File: config.mk
export PLATFORM = sky130hd
export DESIGN_NAME = uart_rx
export DESIGN_NICKNAME = d
export VERILOG_FILES = /design/src/rtl/uart_pkg.sv /design/src/rtl/uart_rx_sync.sv /design/src/rtl/uart_rx.sv
export SDC_FILE = /design/constraint.sdc
export NUM_CORES = 1
export LEC_CHECK = 0
export CAP_MARGIN = 20
export CORE_AREA = 5 5 295 297
export DETAILED_ROUTE_END_ITERATION = 10
export DIE_AREA = 0 0 300 302
export GPL_TIMING_DRIVEN = 0
export SYNTH_ARGS = -nofsm -noshare
export SYNTH_HDL_FRONTEND = slang
export SYNTH_HIERARCHICAL = 1
export SYNTH_SLANG_ARGS = --single-unit
File: constraint.sdc
create_clock -name sys_clk -period 3.4 [get_ports sys_clk]
set_input_delay 0.68 -clock sys_clk [delete_from_list [all_inputs] [get_ports sys_clk]]
set_output_delay 0.68 -clock sys_clk [all_outputs]
set_load 0.02 [all_outputs]
File: src/rtl/uart_pkg.sv
// Shared UART definitions: system clock rate, receiver FSM encoding and the
// bit-period helper used to turn a baud rate into a clock count.
package uart_pkg;

    localparam logic [27:0] SYS_CLK_FREQ = 28'd50_000_000;
    localparam int          DATA_BITS    = 8;

    typedef enum logic [1:0] {
        ST_IDLE  = 2'd0,
        ST_START = 2'd1,
        ST_DATA  = 2'd2,
        ST_STOP  = 2'd3
    } rx_state_e;

    // Clocks per bit minus one; a zero baud is steered to divisor 1 so the
    // divider never sees zero (the FSM refuses to start in that case anyway).
    function automatic logic [19:0] calc_period(input logic [27:0] clk_freq,
                                                input logic [19:0] baud);
        logic [27:0] divisor;
        logic [27:0] quot;
        divisor = (baud == 20'd0) ? 28'd1 : {8'd0, baud};
        quot    = clk_freq / divisor;
        return 20'(quot - 28'd1);
    endfunction

endpackage

File: src/rtl/uart_rx_sync.sv
// Two-flop synchronizer for an asynchronous, idle-high input, plus a
// falling-edge strobe taken from the synchronized value.
module uart_rx_sync (
    input  logic sys_clk,
    input  logic sys_rst_n,
    input  logic din,
    output logic sync_out,
    output logic fall
);

    logic meta;
    logic sync_q;
    logic sync_d1;

    always_ff @(posedge sys_clk or negedge sys_rst_n) begin
        if (!sys_rst_n) begin
            meta    <= 1'b1;
            sync_q  <= 1'b1;
            sync_d1 <= 1'b1;
        end else begin
            meta    <= din;
            sync_q  <= meta;
            sync_d1 <= sync_q;
        end
    end

    assign sync_out = sync_q;
    assign fall     = sync_d1 & ~sync_q;

endmodule

File: src/rtl/uart_rx.sv
// 8N1 UART receiver with runtime baud rate; each good byte is handed to the
// RX FIFO with a single-cycle write strobe.
module uart_rx #(
    parameter logic [27:0] SYS_CLK_FREQ = uart_pkg::SYS_CLK_FREQ
) (
    input  logic        sys_clk,
    input  logic        sys_rst_n,
    input  logic        RX,
    input  logic [19:0] bode_rate_set,
    input  logic        fifo_full,
    output logic        fifo_wr_req,
    output logic [7:0]  fifo_wr_data,
    output logic        frame_err,
    output logic        overrun_err,
    output logic        rx_busy
);
    import uart_pkg::*;

    rx_state_e             state;
    rx_state_e             state_nxt;
    logic                  rx_s;
    logic                  rx_fall;
    logic [19:0]           n_calc;
    logic [19:0]           n_lat;
    logic [19:0]           h_lat;
    logic [19:0]           period_cnt;
    logic [2:0]            bit_cnt;
    logic [DATA_BITS-1:0]  shift_reg;

    logic load_period;
    logic cnt_clr;
    logic cnt_inc;
    logic bit_clr;
    logic bit_inc;
    logic sample_data;
    logic stop_done;

    uart_rx_sync u_sync (
        .sys_clk   (sys_clk),
        .sys_rst_n (sys_rst_n),
        .din       (RX),
        .sync_out  (rx_s),
        .fall      (rx_fall)
    );

    assign n_calc = calc_period(SYS_CLK_FREQ, bode_rate_set);

    always_ff @(posedge sys_clk or negedge sys_rst_n) begin
        if (!sys_rst_n) state <= ST_IDLE;
        else            state <= state_nxt;
    end

    always_comb begin
        state_nxt   = state;
        load_period = 1'b0;
        cnt_clr     = 1'b0;
        cnt_inc     = 1'b0;
        bit_clr     = 1'b0;
        bit_inc     = 1'b0;
        sample_data = 1'b0;
        stop_done   = 1'b0;
        unique case (state)
            ST_IDLE: begin
                if (rx_fall && (bode_rate_set != 20'd0)) begin
                    state_nxt   = ST_START;
                    load_period = 1'b1;
                    cnt_clr     = 1'b1;
                end
            end
            ST_START: begin
                if (period_cnt == h_lat) begin
                    cnt_clr = 1'b1;
                    if (!rx_s) begin
                        state_nxt = ST_DATA;
                        bit_clr   = 1'b1;
                    end else begin
                        state_nxt = ST_IDLE;
                    end
                end else begin
                    cnt_inc = 1'b1;
                end
            end
            ST_DATA: begin
                if (period_cnt == n_lat) begin
                    cnt_clr     = 1'b1;
                    sample_data = 1'b1;
                    if (bit_cnt == 3'(DATA_BITS - 1)) state_nxt = ST_STOP;
                    else                              bit_inc   = 1'b1;
                end else begin
                    cnt_inc = 1'b1;
                end
            end
            ST_STOP: begin
                // Leave mid stop bit so a back-to-back start edge is not missed.
                if (period_cnt == n_lat) begin
                    cnt_clr   = 1'b1;
                    stop_done = 1'b1;
                    state_nxt = ST_IDLE;
                end else begin
                    cnt_inc = 1'b1;
                end
            end
            default: state_nxt = ST_IDLE;
        endcase
    end

    // Bit timing is frozen at the start edge; later baud changes wait a frame.
    always_ff @(posedge sys_clk or negedge sys_rst_n) begin
        if (!sys_rst_n) begin
            n_lat      <= 20'd0;
            h_lat      <= 20'd0;
            period_cnt <= 20'd0;
            bit_cnt    <= 3'd0;
        end else begin
            if (load_period) begin
                n_lat <= n_calc;
                h_lat <= n_calc >> 1;
            end
            if (cnt_clr)      period_cnt <= 20'd0;
            else if (cnt_inc) period_cnt <= period_cnt + 20'd1;
            if (bit_clr)      bit_cnt <= 3'd0;
            else if (bit_inc) bit_cnt <= bit_cnt + 3'd1;
        end
    end

    always_ff @(posedge sys_clk) begin
        if (sample_data) shift_reg[bit_cnt] <= rx_s;
    end

    always_ff @(posedge sys_clk or negedge sys_rst_n) begin
        if (!sys_rst_n) begin
            fifo_wr_req  <= 1'b0;
            fifo_wr_data <= 8'd0;
            frame_err    <= 1'b0;
            overrun_err  <= 1'b0;
            rx_busy      <= 1'b0;
        end else begin
            fifo_wr_req <= stop_done && rx_s && !fifo_full;
            overrun_err <= stop_done && rx_s && fifo_full;
            frame_err   <= stop_done && !rx_s;
            rx_busy     <= (state_nxt != ST_IDLE);
            if (stop_done && rx_s && !fifo_full) fifo_wr_data <= shift_reg;
        end
    end

endmodule

==> reports/metrics.yaml <==
cts_root_buf: "clkbuf_16"
drive_gt1_share_pct: 31.64
cts_made_buffers: 9
synth.distinct_cells: 120
hold_viol: 0
crit_path_start: "bode_rate_set[1]"
status: "finished, violations left"
vias: 31510
cp_max_fo: 9
avgSynthCellArea_sq_um: 7.124
antenna_found_initial: 1
wl_met3_um: 7595
synthFlopType: "dfrtp_1"
synthCells: 3626
cpMostUsedCell: "buf_4"
rsz0062_at_grt: "yes"
die_area_sq_um: 90600
path_buf_inv: 92
die_x_um: 300
port_buffers: 34
post-route-period-util_pct: 1660
yosysTopAreaCell: "ha_1"
cap_violations: 0
period_needed_ns: 56.44
routed_wl_um: 109400
synth-async-reset-ratio_pct: 88.24
arrival_ns: 56.64
maxSlewViolCount: 0
fmax_ghz: 0.01772
routed_via_density: 5.962
cts_tree: "yes"
setup_ws_ns: -53.04
grtUsageTotal_pct: 22.09
grt_pass1_wl_um: 163300
cts_buffer_depth: 2
cts_hold_buf: 0
end_kind: "flop"
syn-num-nets: 3997
worst_ep_required_time_ns: 3.60
wl_met1_um: 45950
synth_top_area_share_pct: 16.76
clk_latency_ns: 0.33
rows: 107
yosys-top-cells-count: "346 x ha_1, 346 x nand2_1, 337 x nor2_1"
netlist_area_sq_um: 25830
drtAntennaViolNets: 0
finalSetupViolCount: 20
cp_top_family: "compound AO/OA/AOI/OAI gates"
grt_pass1_vias: 29470
gp_congestion: 0.9715
reg_top3: "n_lat (20), period_cnt (20)"
synth_area_leaders: "ha_1 17%, xnor2_1 6.3%, a21oi_1 6.1%"
ys_seq_area_share_pct: 6.757
drcViolationCount: 0
r2r-start: "period_cnt[15]"
top_layer_used: "met4"
grt_max_degree: 41
nNetsFinal: 4561
hp-class: "primary input to async pin"
drt_iter0_markers: 2741
gr-total-overflow: 0
synth-edff-count: 8
ys_warn_count: 6
ys_seq_elements: 68
final_core_utilization_pct: 43.50
slew_headroom_pct: 23.10
start_kind: "primary input"
die_h_um: 302
crit_type: "primary input to flop"
pin_count: 36
areaGrowthSynthToFinish_pct: 42.05
clkSinkCount: 68
max_stage_delay_ns: 0.55
violations: "setup timing"
critPathSlowestCell: "or4b_4"
wl_met2_um: 49630
initial_core_util_pct: 30.63
path_clk_slew_ns: 0.06
final.setup_skew_ns: 0.007207
core_area_sq_um: 84340
hpwl_um: 76160
nFillCells: 8213
wl_per_cell_um: 20.70
tightest_slew_ns: 1.143
htreeDepth: 3
dr.pass1.iters: 7
==> repair_timing <==
action / CTS / global route
endpoints found under the setup margin: 42 / 36
cloned: 6 / 3
hold endpoints to repair: 0 / 0
resized for setup: 436 / 295
buffers inserted: 384 / 134
pin swaps: 245 / 237
==> layout by cell type (no fill, tap or decap), types with 29 or more instances in the layout <==
cell type / instances
nand4_1: 60
nor2_1: 295
mux2_2: 96
nor4_1: 30
buf_8: 29
a21o_1: 114
nand2b_1: 56
nor3_1: 79
ha_4: 79
xor2_1: 94
o21ai_2: 32
ha_1: 249
o21ai_0: 185
o21bai_1: 31
dfrtp_1: 57
a31oi_1: 30
and3_1: 34
o21ai_1: 38
a21oi_1: 248
nand2_1: 315
nand3_1: 86
inv_1: 123
a21oi_2: 54
xnor2_1: 180
o21a_1: 76
nor2b_1: 33
o211ai_1: 37
o31ai_1: 38
buf_4: 505
==> per-stage QoR <==
stage          setup TNS [ns]  instances  hold slack, ns  setup WS (ns)  instance area (sq um)
2_1_floorplan        -1018.24       3626          0.3452         -51.39                  27250
3_3_place_gp         -1349.65       4750          0.3486         -66.34                  28960
3_5_place_dp         -1333.67       4757          0.3500         -66.52                  29120
4_1_cts              -1040.77       5155          0.3257         -52.36                  34260
5_1_grt              -1087.06       5284          0.3589         -54.69                  36690
6_report             -1054.67       5285          0.3179         -53.04                  36690
==> final timing paths <==
path                              endpoint  slack [ns]  cells past startpoint
max                              n_lat[14]      -53.04                    308
min                        fifo_wr_data[2]        0.32                      1
max reg2reg                fifo_wr_data[5]        0.32                      9
min reg2reg                u_sync/sync_out        0.36                      0
max in group asynchronous   u_sync/sync_d1        2.44                      2
min in group sys_clk       u_sync/sync_out        0.36                      0
==> layer usage <==
layer | track usage, % | up-vias
li1 | - | 14850
met1 | 28.62 | 14890
met2 | 37.48 | 1381
met3 | 2.275 | 380
met4 | 9.446 | 0
met5 | 0 | -
==> worst register-to-register path, stage by stage, from the launching register on <==
cell and delay, ns:
dfrtp_1 0.32, clkbuf_1 0.28, xnor2_1 0.20, nand4_1 0.12, nor3_1 0.40, nand3_1 0.31
nor2_1 0.25, nand2_1 0.07, nor2_1 0.60, mux2_2 0.42
==> logic make-up (layout without fill, tap and decap cells) <==
logic type               Yosys count  count (layout)  share of synthesized area (%)
AND/OR/NAND/NOR                 1308            1308                          25.26
AO/OA/AOI/OAI                   1233            1234                          32.03
adder cells (fa/ha/maj)          347             347                          16.84
XOR/XNOR                         279             279                          9.460
buffers and inverters            256             823                          3.904
multiplexers                     134             134                          5.740
flip-flops                        68              68                          6.757
other                              1               2                        0.01452
==> cell type report <==
| cell class | count | area [sq um] | area share [%] |
|---|---|---|---|
| Antenna cell | 1 | 2.502 | 0.006820 |
| Buffer | 101 | 1300 | 3.543 |
| Clock buffer | 9 | 225.2 | 0.6138 |
| Clock inverter | 6 | 88.84 | 0.2421 |
| Inverter | 138 | 536.8 | 1.463 |
| Multi-Input combinational cell | 3303 | 26810 | 73.05 |
| Sequential cell | 68 | 1745 | 4.757 |
| Tap cell | 1090 | 1364 | 3.717 |
| Timing Repair Buffer | 568 | 4619 | 12.59 |
| Timing Repair inverter | 1 | 5.005 | 0.01364 |
Power is not shown: default switching activity piles up to over one toggle a cycle in this logic, so the estimate is an artifact.
